--- src/rtl/hdmi_link_ctrl_if.sv ---
// Control/status bundle between hdmi_link_ctrl and its surroundings: HPD pin, PLL lock,
// vsync from hdmi_driver, and the reset/enable/status outputs.
interface hdmi_link_ctrl_if;
  logic        hpd;
  logic        pll_locked;
  logic        vsync;
  logic        tx_rst;
  logic        tx_en;
  logic        link_up;
  logic        fault;
  logic [2:0]  state;
  logic [15:0] frame_cnt;
  logic [7:0]  fault_cnt;

  modport master (
    output hpd, pll_locked, vsync,
    input  tx_rst, tx_en, link_up, fault, state, frame_cnt, fault_cnt
  );

  modport slave (
    input  hpd, pll_locked, vsync,
    output tx_rst, tx_en, link_up, fault, state, frame_cnt, fault_cnt
  );
endinterface

--- src/rtl/hdmi_link_ctrl.sv ---
// Bring-up and supervision FSM for the TMDS transmitter: debounced HPD, PLL lock, vsync watchdog.
// Define LINK_STATS_EN to build the frame/fault statistics counters.
module hdmi_link_ctrl #(
  parameter int DEBOUNCE_CYCLES = 250000,
  parameter int SETTLE_CYCLES   = 1024,
  parameter int VSYNC_TIMEOUT   = 1000000,
  parameter int RETRY_CYCLES    = 25000,
  parameter int CNT_W           = 24
) (
  input  logic           clk,
  input  logic           rst,
  hdmi_link_ctrl_if.slave lnk
);

  // state | 0 WAIT_HPD | 1 WAIT_LOCK | 2 SETTLE | 3 WAIT_VSYNC | 4 RUN | 5 FAULT
  typedef enum logic [2:0] {
    S_WAIT_HPD   = 3'd0,
    S_WAIT_LOCK  = 3'd1,
    S_SETTLE     = 3'd2,
    S_WAIT_VSYNC = 3'd3,
    S_RUN        = 3'd4,
    S_FAULT      = 3'd5
  } state_t;

  localparam int DB_W = $clog2(DEBOUNCE_CYCLES + 1);

  logic [1:0]       r_hpd_sync;
  logic [1:0]       r_lock_sync;
  logic [1:0]       r_vs_sync;
  logic             r_vs_prev;
  logic [DB_W-1:0]  r_db_cnt;
  logic             r_hpd_db;
  state_t           r_state;
  state_t           w_nxt;
  logic [CNT_W-1:0] r_timer;
  logic             r_tx_rst;
  logic             r_tx_en;
  logic             r_link_up;
  logic             r_fault;
  logic             w_vs_edge;
  logic             w_lock;
  logic             w_fault_entry;

  always_ff @(posedge clk) begin
    if (rst) begin
      r_hpd_sync  <= '0;
      r_lock_sync <= '0;
      r_vs_sync   <= '0;
      r_vs_prev   <= 1'b0;
    end else begin
      r_hpd_sync  <= {r_hpd_sync[0], lnk.hpd};
      r_lock_sync <= {r_lock_sync[0], lnk.pll_locked};
      r_vs_sync   <= {r_vs_sync[0], lnk.vsync};
      r_vs_prev   <= r_vs_sync[1];
    end
  end

  assign w_vs_edge = r_vs_sync[1] & ~r_vs_prev;
  assign w_lock    = r_lock_sync[1];

  // Any sample agreeing with the accepted level restarts the debounce window.
  always_ff @(posedge clk) begin
    if (rst) begin
      r_db_cnt <= '0;
      r_hpd_db <= 1'b0;
    end else if (r_hpd_sync[1] == r_hpd_db) begin
      r_db_cnt <= '0;
    end else if (r_db_cnt == DB_W'(DEBOUNCE_CYCLES - 1)) begin
      r_db_cnt <= '0;
      r_hpd_db <= r_hpd_sync[1];
    end else begin
      r_db_cnt <= r_db_cnt + 1'b1;
    end
  end

  always_comb begin
    w_nxt = r_state;
    case (r_state)
      S_FAULT: begin
        if (r_timer == CNT_W'(RETRY_CYCLES - 1)) w_nxt = S_WAIT_HPD;
      end
      S_WAIT_HPD: begin
        if (r_hpd_db) w_nxt = S_WAIT_LOCK;
      end
      S_WAIT_LOCK: begin
        if (!r_hpd_db)   w_nxt = S_WAIT_HPD;
        else if (w_lock) w_nxt = S_SETTLE;
      end
      S_SETTLE: begin
        if (!r_hpd_db)                                 w_nxt = S_WAIT_HPD;
        else if (!w_lock)                              w_nxt = S_WAIT_LOCK;
        else if (r_timer == CNT_W'(SETTLE_CYCLES - 1)) w_nxt = S_WAIT_VSYNC;
      end
      S_WAIT_VSYNC: begin
        if (!r_hpd_db)                                 w_nxt = S_WAIT_HPD;
        else if (!w_lock)                              w_nxt = S_FAULT;
        else if (w_vs_edge)                            w_nxt = S_RUN;
        else if (r_timer == CNT_W'(VSYNC_TIMEOUT - 1)) w_nxt = S_FAULT;
      end
      S_RUN: begin
        if (!r_hpd_db)                                 w_nxt = S_WAIT_HPD;
        else if (!w_lock)                              w_nxt = S_FAULT;
        else if (w_vs_edge)                            w_nxt = S_RUN;
        else if (r_timer == CNT_W'(VSYNC_TIMEOUT - 1)) w_nxt = S_FAULT;
      end
      default: w_nxt = S_WAIT_HPD;
    endcase
  end

  assign w_fault_entry = (w_nxt == S_FAULT) && (r_state != S_FAULT);

  // The idle states never exit on the timer, so it saturates instead of wrapping there.
  always_ff @(posedge clk) begin
    if (rst) begin
      r_state   <= S_WAIT_HPD;
      r_timer   <= '0;
      r_tx_rst  <= 1'b1;
      r_tx_en   <= 1'b0;
      r_link_up <= 1'b0;
      r_fault   <= 1'b0;
    end else begin
      r_state <= w_nxt;
      if (w_nxt != r_state || (r_state == S_RUN && w_vs_edge))
        r_timer <= '0;
      else if (!(&r_timer))
        r_timer <= r_timer + 1'b1;
      r_fault   <= w_fault_entry;
      r_tx_rst  <= !(r_state == S_WAIT_VSYNC || r_state == S_RUN);
      r_tx_en   <= (r_state == S_RUN);
      r_link_up <= (r_state == S_RUN);
    end
  end

  assign lnk.tx_rst  = r_tx_rst;
  assign lnk.tx_en   = r_tx_en;
  assign lnk.link_up = r_link_up;
  assign lnk.fault   = r_fault;
  assign lnk.state   = r_state;

`ifdef LINK_STATS_EN
  logic [15:0] r_frame_cnt;
  logic [7:0]  r_fault_cnt;

  always_ff @(posedge clk) begin
    if (rst) begin
      r_frame_cnt <= '0;
      r_fault_cnt <= '0;
    end else begin
      if (r_state == S_RUN && w_nxt == S_RUN && w_vs_edge)
        r_frame_cnt <= r_frame_cnt + 1'b1;
      if (w_fault_entry && r_fault_cnt != 8'hFF)
        r_fault_cnt <= r_fault_cnt + 1'b1;
    end
  end

  assign lnk.frame_cnt = r_frame_cnt;
  assign lnk.fault_cnt = r_fault_cnt;
`else
  assign lnk.frame_cnt = '0;
  assign lnk.fault_cnt = '0;
`endif

endmodule

--- src/flat_wrapper.sv ---
// flat-port wrapper written by rule: the top's interface ports become plain ports
module hdmi_link_ctrl_flat 
#(
  parameter int DEBOUNCE_CYCLES = 250000,
  parameter int SETTLE_CYCLES   = 1024,
  parameter int VSYNC_TIMEOUT   = 1000000,
  parameter int RETRY_CYCLES    = 25000,
  parameter int CNT_W           = 24
)
  (clk, rst, lnk_hpd, lnk_pll_locked, lnk_vsync, lnk_tx_rst, lnk_tx_en, lnk_link_up, lnk_fault, lnk_state, lnk_frame_cnt, lnk_fault_cnt);
  hdmi_link_ctrl_if lnk_i ();
  input  logic clk;
  input  logic rst;
  input wire logic [$bits(lnk_i.hpd)-1:0] lnk_hpd;
  input wire logic [$bits(lnk_i.pll_locked)-1:0] lnk_pll_locked;
  input wire logic [$bits(lnk_i.vsync)-1:0] lnk_vsync;
  output wire logic [$bits(lnk_i.tx_rst)-1:0] lnk_tx_rst;
  output wire logic [$bits(lnk_i.tx_en)-1:0] lnk_tx_en;
  output wire logic [$bits(lnk_i.link_up)-1:0] lnk_link_up;
  output wire logic [$bits(lnk_i.fault)-1:0] lnk_fault;
  output wire logic [$bits(lnk_i.state)-1:0] lnk_state;
  output wire logic [$bits(lnk_i.frame_cnt)-1:0] lnk_frame_cnt;
  output wire logic [$bits(lnk_i.fault_cnt)-1:0] lnk_fault_cnt;
  assign lnk_i.hpd = lnk_hpd;
  assign lnk_i.pll_locked = lnk_pll_locked;
  assign lnk_i.vsync = lnk_vsync;
  assign lnk_tx_rst = lnk_i.tx_rst;
  assign lnk_tx_en = lnk_i.tx_en;
  assign lnk_link_up = lnk_i.link_up;
  assign lnk_fault = lnk_i.fault;
  assign lnk_state = lnk_i.state;
  assign lnk_frame_cnt = lnk_i.frame_cnt;
  assign lnk_fault_cnt = lnk_i.fault_cnt;
  hdmi_link_ctrl #(.DEBOUNCE_CYCLES(DEBOUNCE_CYCLES), .SETTLE_CYCLES(SETTLE_CYCLES), .VSYNC_TIMEOUT(VSYNC_TIMEOUT), .RETRY_CYCLES(RETRY_CYCLES), .CNT_W(CNT_W)) u_core (.clk(clk), .rst(rst), .lnk(lnk_i));
endmodule
--- config.mk ---
export PLATFORM = sky130hd
export DESIGN_NAME = hdmi_link_ctrl_flat
export DESIGN_NICKNAME = d
export VERILOG_FILES = /design/src/rtl/hdmi_link_ctrl_if.sv /design/src/rtl/hdmi_link_ctrl.sv /design/src/flat_wrapper.sv
export SDC_FILE = /design/constraint.sdc
export NUM_CORES = 1
export LEC_CHECK = 0
export BUFFER_PORTS_ARGS = -buffer_cell sky130_fd_sc_hd__buf_2
export CORE_ASPECT_RATIO = 2
export CORE_MARGIN = 4
export CORE_UTILIZATION = 44
export DETAILED_ROUTE_END_ITERATION = 7
export PLACE_DENSITY = 0.66
export SLEW_MARGIN = 20
export SYNTH_ARGS = -nofsm -noshare
export SYNTH_HDL_FRONTEND = slang
export SYNTH_SLANG_ARGS = --single-unit
--- constraint.sdc ---
create_clock -name clk -period 2.66 [get_ports clk]
set_clock_uncertainty 0.2 [all_clocks]
set_input_delay 0.399 -clock clk [delete_from_list [all_inputs] [get_ports clk]]
set_output_delay 0.399 -clock clk [all_outputs]
set_load 0.01 [all_outputs]
==> results of run 1 <==
==> registers in the layout, indices dropped and copies added, names as in the netlist <==
name and flops:
u_core.r_timer 24, u_core.r_db_cnt 18, u_core.lnk.state 3, u_core.r_hpd_sync 2, u_core.r_lock_sync 2, u_core.r_vs_sync 2, u_core.lnk.fault 1, u_core.lnk.tx_en 1
u_core.lnk.tx_rst 1, u_core.r_hpd_db 1, u_core.r_vs_prev 1
==> synth_stat cells (2+ instances only) <==
master | count | area, sq um
a211oi_1 | 5 | 37.5
a21o_1 | 2 | 15.0
a21oi_1 | 4 | 20.0
and2_1 | 3 | 18.8
and3_1 | 2 | 12.5
and4_1 | 4 | 35.0
buf_2 | 5 | 25.0
buf_4 | 29 | 218
clkbuf_1 | 2 | 7.51
dfxtp_1 | 56 | 1120
ha_1 | 2 | 25.0
inv_1 | 6 | 22.5
mux2i_1 | 3 | 30.0
nand2_1 | 23 | 86.3
nand2b_1 | 3 | 18.8
nand3_1 | 11 | 55.1
nand4_1 | 13 | 81.3
nand4_2 | 2 | 25.0
nor2_1 | 30 | 113
nor2b_1 | 13 | 81.3
nor3_1 | 28 | 140
nor3_2 | 2 | 20.0
nor4_1 | 7 | 43.8
nor4b_1 | 2 | 17.5
o21ai_0 | 5 | 25.0
o22ai_1 | 2 | 12.5
or3_1 | 5 | 31.3
or3b_2 | 2 | 17.5
xnor2_1 | 19 | 166
xor2_1 | 18 | 158
==> routing by layer <==
metal | GRT usage, % | vias to the layer above
li1 | - | 1121
met1 | 15.6 | 1062
met2 | 29.9 | 26
met3 | 3.39 | 5
met4 | 6.23 | 0
met5 | 0 | -
==> per-stage QoR <==
step,hold slack (ps),power [mW],instances
finish,128,1.53,426
global route,147,1.59,426
CTS,125,1.56,426
detailed placement,229,0.928,419
global placement,229,0.927,419
floorplan,214,0.941,352
==> critical path: stages, from the launching register on <==
cell       delay (ps)
dfxtp_1           380
ha_1              270
nor4b_1           260
nand4b_1          180
o31ai_2           290
o2111ai_1         180
nand2_2           130
buf_12            170
a211oi_1           60
==> power by group <==
group	internal, mW	total [mW]	switching (mW)
registers	0.847	0.855	0.00725
logic	0.0171	0.0546	0.0375
clock network	0.343	0.621	0.279
total	1.21	1.53	0.323
==> kinds of logic after synthesis <==
kind of cell               count (synthesis)
and+or+nand+nor                          162
muxes                                      3
other                                      1
buffers and inverters                     42
xor gates and xnor gates                  37
AOI/OAI and AO/OA                         26
DFF                                       56
adders and majority gates                  2
==> layout make-up <==
cell class | instances | area, sq um
Clock buffer | 6 | 129
Inverter | 6 | 22.5
Tap cell | 86 | 108
Sequential cell | 56 | 1120
Multi-Input combinational cell | 254 | 1570
Clock inverter | 1 | 5.00
Timing Repair Buffer | 17 | 125
Fill cell | 623 | 3230
==> layout by cell type (no fill, tap or decap), drive strengths merged, types with 11 or more instances in the layout <==
cell   count
xor2      18
nand3     11
nand4     15
dfxtp     56
nand2     24
conb      24
nor2b     13
nor3      30
buf       17
xnor2     19
nor2      31
==> worst max-delay path by stage <==
stage                      start                  to  slack (ps)
6_report       u_core.r_timer[0]  u_core.r_timer[20]         400
5_1_grt        u_core.r_timer[0]  u_core.r_timer[20]         180
4_1_cts        u_core.r_timer[0]  u_core.r_timer[20]         380
3_5_place_dp   u_core.r_timer[0]  u_core.r_timer[20]         390
3_3_place_gp   u_core.r_timer[0]  u_core.r_timer[21]         400
2_1_floorplan  u_core.r_timer[0]  u_core.r_timer[20]         610
==> Implementation_results.wiki, run 1 <==
{| class="wikitable"
! Metric !! Value
|-
| Endpoint arrival time on the critical path || 2230 ps
|-
| Max-cap violation count || 0
|-
| Max VDD drop || 0.235 mV
|-
| Per-cell via count in the routed design || 5.20
|-
| Number of DRC violations after detailed-routing iteration 0 || 112
|-
| Total global routing track utilization || 15.5%
|-
| H-tree depth || 2
|-
| Routed wire length || 5.74 mm
|-
| Total of buffers placed on input and output ports || 11
|-
| Number of buffers created by CTS || 5
|-
| Endpoint required time on the critical path || 2630 ps
|-
| Warnings, synthesis || 0
|-
| Worst-case setup slack after placement || 390 ps
|-
| Setup violation total in the final timing report || 0
|-
| Height of the die || 122 um
|-
| Worst slew margin relative to its limit || 65.0%
|-
| Met2 routed WL || 3.36 mm
|-
| #FFs+latches synth || 56
|-
| Highest Signal Layer || met4
|-
| Launch point of the worst reg-to-reg path || u_core.r_timer[0]
|-
| Type of element capturing the critical path || flop
|-
| Sink count of the clock tree || 56
|-
| Element type at the critical path start || flop
|-
| M1 WL || 2.13 mm
|-
| Post-synth top flop || dfxtp_1
|-
| Utilization after layout || 48.8%
|-
| DR pass1 iterations || 4
|-
| Cell leakage power || 1.06 nW
|-
| Minimum clock period after layout || 2260 ps
|-
| CTS Hold Buffers Added || 0
|-
| Post-route setup TNS || 0 ps
|-
| CTS Buffer Depth || 2
|-
| Via count of the first global-routing pass || 2098
|-
| Netlist area before placement || 2870 sq um
|-
| Number of antenna violations at the first check in global routing || 0
|-
| XOR/XNOR Fraction of Synth Area || 11.3%
|-
| Share of synthesized cell area in full adder, half adder and majority cells || 0.871%
|-
| Worst Path Max Fanout || 24
|-
| R2R cell count || 8
|-
| CTS clk-pin slew, worst paths || 70 ps
|-
| Inserted Diodes || 0
|-
| Layout-stage area growth over the synthesis result || 7.05%
|-
| RR Endpoint || u_core.r_timer[20]
|-
| Number of endpoints with negative hold slack in the final report || 0
|-
| Post-synth ARST share || 0%
|-
| # DRC || 0
|-
| Mean Syn Cell Area || 8.74 sq um
|-
| Clk_lat worst skew || 290 ps
|-
| Register area share after synthesis || 39.0%
|-
| Slew at the pin closest to its max-slew limit || 521 ps
|-
| Post-DP Area || 2940 sq um
|-
| Min-delay src || lnk_vsync
|-
| Hold path depth || 2
|-
| Pwr per Cell Area || 497 nW/um^2
|-
| Placement Rows || 41
|-
| Average wire length per cell after detail routing || 13.5 um
|-
| Cells after Synth || 329
|-
| Number of synthesized flops with an enable pin || 0
|-
| Number of instances resized during post-cts repair || 0
|-
| Critical path class || reg -> reg
|-
| Routability-driven placement congestion ratio || 0.833
|-
| Sum of met3 wire segment lengths after detailed routing || 143 um
|-
| Crit share post-route || 84.9%
|-
| Share of synthesized area spent on multiplexers || 1.04%
|-
| First-pass GRT wire length || 9.63 mm
|-
| Die width || 65.2 um
|-
| Hold/Removal Path Class || in -> reg
|-
| Synth unique cells || 51
|-
| Number of top-level pins || 36
|-
| Largest net degree at the start of global routing || 25
|-
| Die area || 7970 sq um
|-
| Pins over their slew limit || 0
|-
| Post-route cell area || 3080 sq um
|-
| Global-route congestion overflow total || 0
|-
| Fraction of the mapped netlist area in compound gates || 6.31%
|-
| End point of the worst hold path || u_core.r_vs_sync[0]
|-
| Combinational family with the most area after synthesis || simple AND/OR/NAND/NOR gates
|-
| Final critical-path setup slack || 400 ps
|-
| Result of the run || finished clean
|-
| Number of vias after detailed routing || 2214
|-
| Clock root buffer || clkbuf_16
|-
| Reg2reg setup slack || 400 ps
|-
| Max Freq || 443 MHz
|-
| Floorplan core area || 6310 sq um
|-
| Unrepaired setup endpoints after global routing || false
|-
| Synth Area in Simple Gates || 31.9%
|-
| Post-CTS Setup Inserts || 0
|-
| Clock tree from TritonCTS || built
|-
| Number of antenna-violating nets in the routed design || 0
|-
| Share of cells above drive strength 1 || 10.9%
|-
| Effective utilization at floorplan || 45.5%
|-
| Detail Placement HPWL || 4.27 mm
|-
| Layout Nets || 347
|}
Note: power is estimated with default switching activity, not from simulation.
==> run 2, diff against run 1 <==
- PLACE_DENSITY: 0.66 -> 0.69
- clock period: 2.66 -> 2 ns (I/O delays scaled with it)
==> Implementation_results.wiki, run 2 (synthesized netlist as in run 1, its figures left out) <==
{| class="wikitable"
! Metric !! Value
|-
| Cell breakdown of the critical path || nor4_4 -> nand4_1 -> buf_4 -> nor4_4 -> o21ba_2 -> buf_12 -> nor3_1
|-
| Max Freq || 474 MHz
|-
| Launch point of the worst reg-to-reg path || u_core.r_timer[20]
|-
| DR pass1 iterations || 4
|-
| Effective utilization at floorplan || 45.5%
|-
| Total of buffers placed on input and output ports || 11
|-
| Pins over their slew limit || 0
|-
| Cell leakage power || 1.38 nW
|-
| Violated checks || negative setup slack
|-
| Post-DP Area || 3300 sq um
|-
| Number of vias after detailed routing || 2475
|-
| Total global routing track utilization || 18.0%
|-
| Unrepaired setup endpoints after global routing || true
|-
| Flip-flop count of the largest register, all copies and words added || 24
|-
| Layout-stage area growth over the synthesis result || 26.3%
|-
| Detail Placement HPWL || 5.00 mm
|-
| Minimum clock period after layout || 2110 ps
|-
| Hold path depth || 2
|-
| CTS clk-pin slew, worst paths || 70 ps
|-
| Floorplan core area || 6310 sq um
|-
| End point of the worst hold path || u_core.r_lock_sync[0]
|-
| Tightest hold margin || 13.1 ps
|-
| Routed wire length || 6.78 mm
|-
| Die area || 7970 sq um
|-
| Reg2reg setup slack || -110 ps
|-
| Sink count of the clock tree || 56
|-
| Crit share post-route || 105%
|-
| Share of cells above drive strength 1 || 28.5%
|-
| Most used cell along the critical path || nor4_4
|-
| R2R cell count || 7
|-
| Hold/Removal Path Class || in -> reg
|-
| Die width || 65.2 um
|-
| Global-route congestion overflow total || 0
|-
| Critical path class || reg -> reg
|-
| H-tree depth || 2
|-
| Min-delay src || lnk_pll_locked
|-
| Setup violation total in the final timing report || 24
|-
| Clock tree from TritonCTS || built
|-
| Average wire length per cell after detail routing || 14.3 um
|-
| Cell at the slowest stage of the critical path || dfxtp_1
|-
| Number of top-level pins || 36
|-
| Number of DRC violations after detailed-routing iteration 0 || 190
|-
| CTS Buffer Depth || 2
|-
| Max-cap violation count || 0
|-
| Largest register by flop count || u_core.r_timer
|-
| Via count of the first global-routing pass || 2495
|-
| Most common library cell in the layout ignoring fill and taps || buf_4
|-
| Final critical-path setup slack || -108 ps
|-
| Layout Nets || 395
|-
| Inserted Diodes || 0
|-
| # DRC || 0
|-
| Worst path buffer plus inverter count || 2
|-
| Element type at the critical path start || flop
|-
| CTS Hold Buffers Added || 0
|-
| Number of endpoints with negative hold slack in the final report || 0
|-
| Endpoint arrival time on the critical path || 2090 ps
|-
| Largest net degree at the start of global routing || 25
|-
| Height of the die || 122 um
|-
| Endpoint required time on the critical path || 1980 ps
|-
| Per-cell via count in the routed design || 5.21
|-
| Clock root buffer || clkbuf_16
|-
| Delay of the slowest cell on the worst path || 350 ps
|-
| Number of buffers created by CTS || 5
|-
| Number of antenna-violating nets in the routed design || 0
|-
| Type of element capturing the critical path || flop
|-
| Clk_lat worst skew || 290 ps
|-
| Worst Path Max Fanout || 24
|-
| Post-route cell area || 3630 sq um
|-
| Post-route setup TNS || -2310 ps
|-
| Top Family by Delay on Critical Path || simple AND/OR/NAND/NOR gates
|-
| First-pass GRT wire length || 11.0 mm
|-
| Max VDD drop || 0.534 mV
|-
| Most frequent cells in the layout || buf_4, dfxtp_1, nor2_1, nor3_1, conb_1
|-
| Number of antenna violations at the first check in global routing || 0
|-
| Placement Rows || 41
|-
| Result of the run || finished, violations left
|-
| Routability-driven placement congestion ratio || 0.833
|-
| Pwr per Cell Area || 610 nW/um^2
|-
| RR Endpoint || u_core.r_timer[1]
|}
==> run 2: cell types whose count changed in the layout (fill, tap and decap cells not counted), sizes merged <==
cell      before  now
buf           17   65
bufinv         0    1
clkbuf         6    5
clkinvlp       0    1
==> run 2: power breakdown <==
part           leakage, nW  switching (mW)  total, mW  internal, mW
combinational        0.846          0.0595     0.0973        0.0378
clock               0.0798           0.394      0.983         0.588
sequential           0.458         0.00900       1.13          1.13
==> run 2: worst max-delay path by stage <==
stage          slack (ps)  depth (start not counted)                  to               start
4_1_cts              -140                          8   u_core.r_timer[1]   u_core.r_timer[1]
3_3_place_gp         -120                          8  u_core.r_timer[16]   u_core.r_timer[1]
3_5_place_dp         -190                          7   u_core.r_timer[1]  u_core.r_timer[20]
6_report             -110                          7   u_core.r_timer[1]  u_core.r_timer[20]
5_1_grt              -200                          8   u_core.r_timer[1]   u_core.r_timer[1]
2_1_floorplan           3                          8  u_core.r_timer[20]   u_core.r_timer[0]
==> run 2: stage by stage <==
step / std cells / worst slack [ps] / utilization, % / power (mW)
6_report: 475 / -108 / 57.5 / 2.21
4_1_cts: 473 / -144 / 56.0 / 2.23
3_5_place_dp: 463 / -194 / 52.3 / 1.25
3_3_place_gp: 463 / -123 / 52.3 / 1.25
5_1_grt: 475 / -202 / 57.5 / 2.30
2_1_floorplan: 352 / 2.66 / - / 1.25
==> run 2: timing repair <==
action / in CTS / in global routing
resized for setup: 9 / 21
endpoints found under the setup margin: 26 / 33
pin swaps: 3 / 6
buffers inserted: 2 / 2
endpoints found under the hold margin: 0 / 0
==> run 2: cell type report <==
class | instances | area [sq um]
multi-input combinational | 254 | 1690
tap | 86 | 108
inverter | 6 | 22.5
clock inverter | 3 | 42.5
clock buffer | 5 | 125
sequential | 56 | 1140
timing repair buffer | 65 | 502
fill | 567 | 2680
==> run 2: layer usage <==
layer	vias up	global-route usage, %	wire, um
met5	-	0	0
met4	0	11.9	404
met3	31	2.66	146
met2	51	34.8	3930
met1	1173	16.6	2300
li1	1220	-	-
==> run 3, diff against run 2 <==
- CORE_UTILIZATION: 44 -> 35
- PLACE_DENSITY: 0.69 -> 0.58
- REMOVE_ABC_BUFFERS: not set -> 1
==> Implementation_results.wiki, run 3 (synthesized netlist as in run 1, its figures left out) <==
{| class="wikitable"
! Metric !! Value
|-
| Most Crowded Layer GR || met2
|-
| Detail Placement HPWL || 5.18 mm
|-
| Total of buffers placed on input and output ports || 11
|-
| Number of top-level pins || 36
|-
| Cell leakage power || 1.38 nW
|-
| Type of element capturing the critical path || flop
|-
| Minimum clock period after layout || 2080 ps
|-
| Sink count of the clock tree || 56
|-
| H-tree depth || 2
|-
| Pins over their slew limit || 0
|-
| Post-route cell area || 3620 sq um
|-
| Number of buffers created by CTS || 5
|-
| Most frequent cells in the layout || buf_4, dfxtp_1, nor2_1, nor3_1, conb_1
|-
| Setup violation total in the final timing report || 24
|-
| Met3 Use GR || 2.00%
|-
| Worst Path Max Fanout || 24
|-
| Average wire length per cell after detail routing || 13.9 um
|-
| Met1 capacity usage during global routing || 13.6%
|-
| Height of the die || 136 um
|-
| CTS clk-pin slew, worst paths || 80 ps
|-
| Global-route congestion overflow total || 0
|-
| Die area || 9810 sq um
|-
| Pwr per Cell Area || 590 nW/um^2
|-
| Largest register by flop count || u_core.r_timer
|-
| Die width || 72.1 um
|-
| Crit share post-route || 104%
|-
| Most common library cell in the layout ignoring fill and taps || buf_4
|-
| First-pass GRT wire length || 11.1 mm
|-
| Fillcell total || 793
|-
| Element type at the critical path start || flop
|-
| Inserted Diodes || 0
|-
| Layout Nets || 402
|-
| Post-Place Cells || 478
|-
| Cell at the slowest stage of the critical path || or4_4
|-
| CTS Buffer Depth || 2
|-
| Hold/Removal Path Class || in -> reg
|-
| Effective utilization at floorplan || 36.2%
|-
| Number of antenna-violating nets in the routed design || 0
|-
| Post-DP Area || 3340 sq um
|-
| Unrepaired setup endpoints after global routing || true
|-
| Per-cell via count in the routed design || 5.03
|-
| Cell breakdown of the critical path || or4_4 -> nor4_2 -> buf_4 -> a311oi_1 -> nand2_2 -> buf_12 -> nor3_1
|-
| Number of cells in the finished layout apart from fillers || 492
|-
| Final critical-path setup slack || -82.8 ps
|-
| Floorplan core area || 7940 sq um
|-
| DR pass1 iterations || 4
|-
| Max-cap violation count || 0
|-
| Tightest hold margin || 19.1 ps
|-
| Number of endpoints with negative hold slack in the final report || 0
|-
| Worst-case setup slack after placement || -201 ps
|-
| Placement Rows || 46
|-
| Number of DRC violations after detailed-routing iteration 0 || 184
|-
| Endpoint required time on the critical path || 1980 ps
|-
| Routability-driven placement congestion ratio || 0.868
|-
| Total global routing track utilization || 14.5%
|-
| Number of vias after detailed routing || 2477
|-
| Critical path class || reg -> reg
|-
| Via count of the first global-routing pass || 2478
|-
| Clock root buffer || clkbuf_16
|-
| Top Family by Delay on Critical Path || simple AND/OR/NAND/NOR gates
|-
| Worst path buffer plus inverter count || 2
|-
| Largest net degree at the start of global routing || 25
|-
| Delay of the slowest cell on the worst path || 550 ps
|-
| Max VDD drop || 0.335 mV
|-
| Violated checks || negative setup slack
|-
| Number of antenna violations at the first check in global routing || 0
|-
| Clock tree from TritonCTS || built
|-
| Share of cells above drive strength 1 || 27.3%
|-
| Endpoint arrival time on the critical path || 2070 ps
|-
| Global Route met2 Usage || 28.0%
|-
| # DRC || 0
|-
| Max Freq || 480 MHz
|-
| Clk_lat worst skew || 300 ps
|-
| Flip-flop count of the largest register, all copies and words added || 24
|-
| Result of the run || finished, violations left
|-
| Layout-stage area growth over the synthesis result || 26.0%
|-
| Routed wire length || 6.83 mm
|}
[run 3: changes by cell type in the layout (fill, tap and decap cells not counted), sizes merged]
cell	change
buf	+6
bufinv	-1
dlygate4sd3	+1
inv	+1
[run 3: stage by stage]
step	util [%]	TNS, ps	power (mW)
4_1_cts	45.0	-2000	2.16
2_1_floorplan	-	-2510	1.21
6_report	45.6	-1760	2.14
3_5_place_dp	42.0	-4760	1.25
5_1_grt	45.6	-4410	2.21
3_3_place_gp	42.0	-5960	1.25
[run 3: report_power, final]
part | switching [mW] | total [mW] | internal, mW
logic | 0.0589 | 0.0942 | 0.0354
clock network | 0.434 | 0.910 | 0.476
registers | 0.00652 | 1.13 | 1.13
total | 0.499 | 2.14 | 1.64
[run 3: worst paths after layout]
kind / startpoint / slack [ps] / cells after the start / end
min: lnk_hpd / 20 / 2 / u_core.r_hpd_sync[0]
max reg2reg: u_core.r_timer[16] / -80 / 7 / u_core.r_timer[8]
min reg2reg: u_core.r_vs_sync[0] / 250 / 1 / u_core.r_vs_sync[1]
max: u_core.r_timer[16] / -80 / 7 / u_core.r_timer[8]
[run 3: timing repair]
action	4_1_cts	5_1_grt
hold endpoints to repair	1	0
gates resized for setup	11	7
hold buffers	1	0
pin swaps	3	2
buffers inserted	3	2
endpoints found under the setup margin	26	45
[run 3: cell type report]
class                      count  area (sq um)  area share, %
timing repair buffer          72           553           15.3
tap                           96           120           3.32
sequential                    56          1120           31.1
inverter                       6          22.5          0.622
clock buffer                   5           125           3.46
clock inverter                 3          27.5          0.760
multi-input combinational    254          1650           45.5
[run 3: layer usage]
| metal | part of all wire [%] | up-vias |
|---|---|---|
| li1 | - | 1226 |
| met1 | 35 | 1169 |
| met2 | 57 | 54 |
| met3 | 2.5 | 28 |
| met4 | 5.0 | 0 |
| met5 | 0 | - |
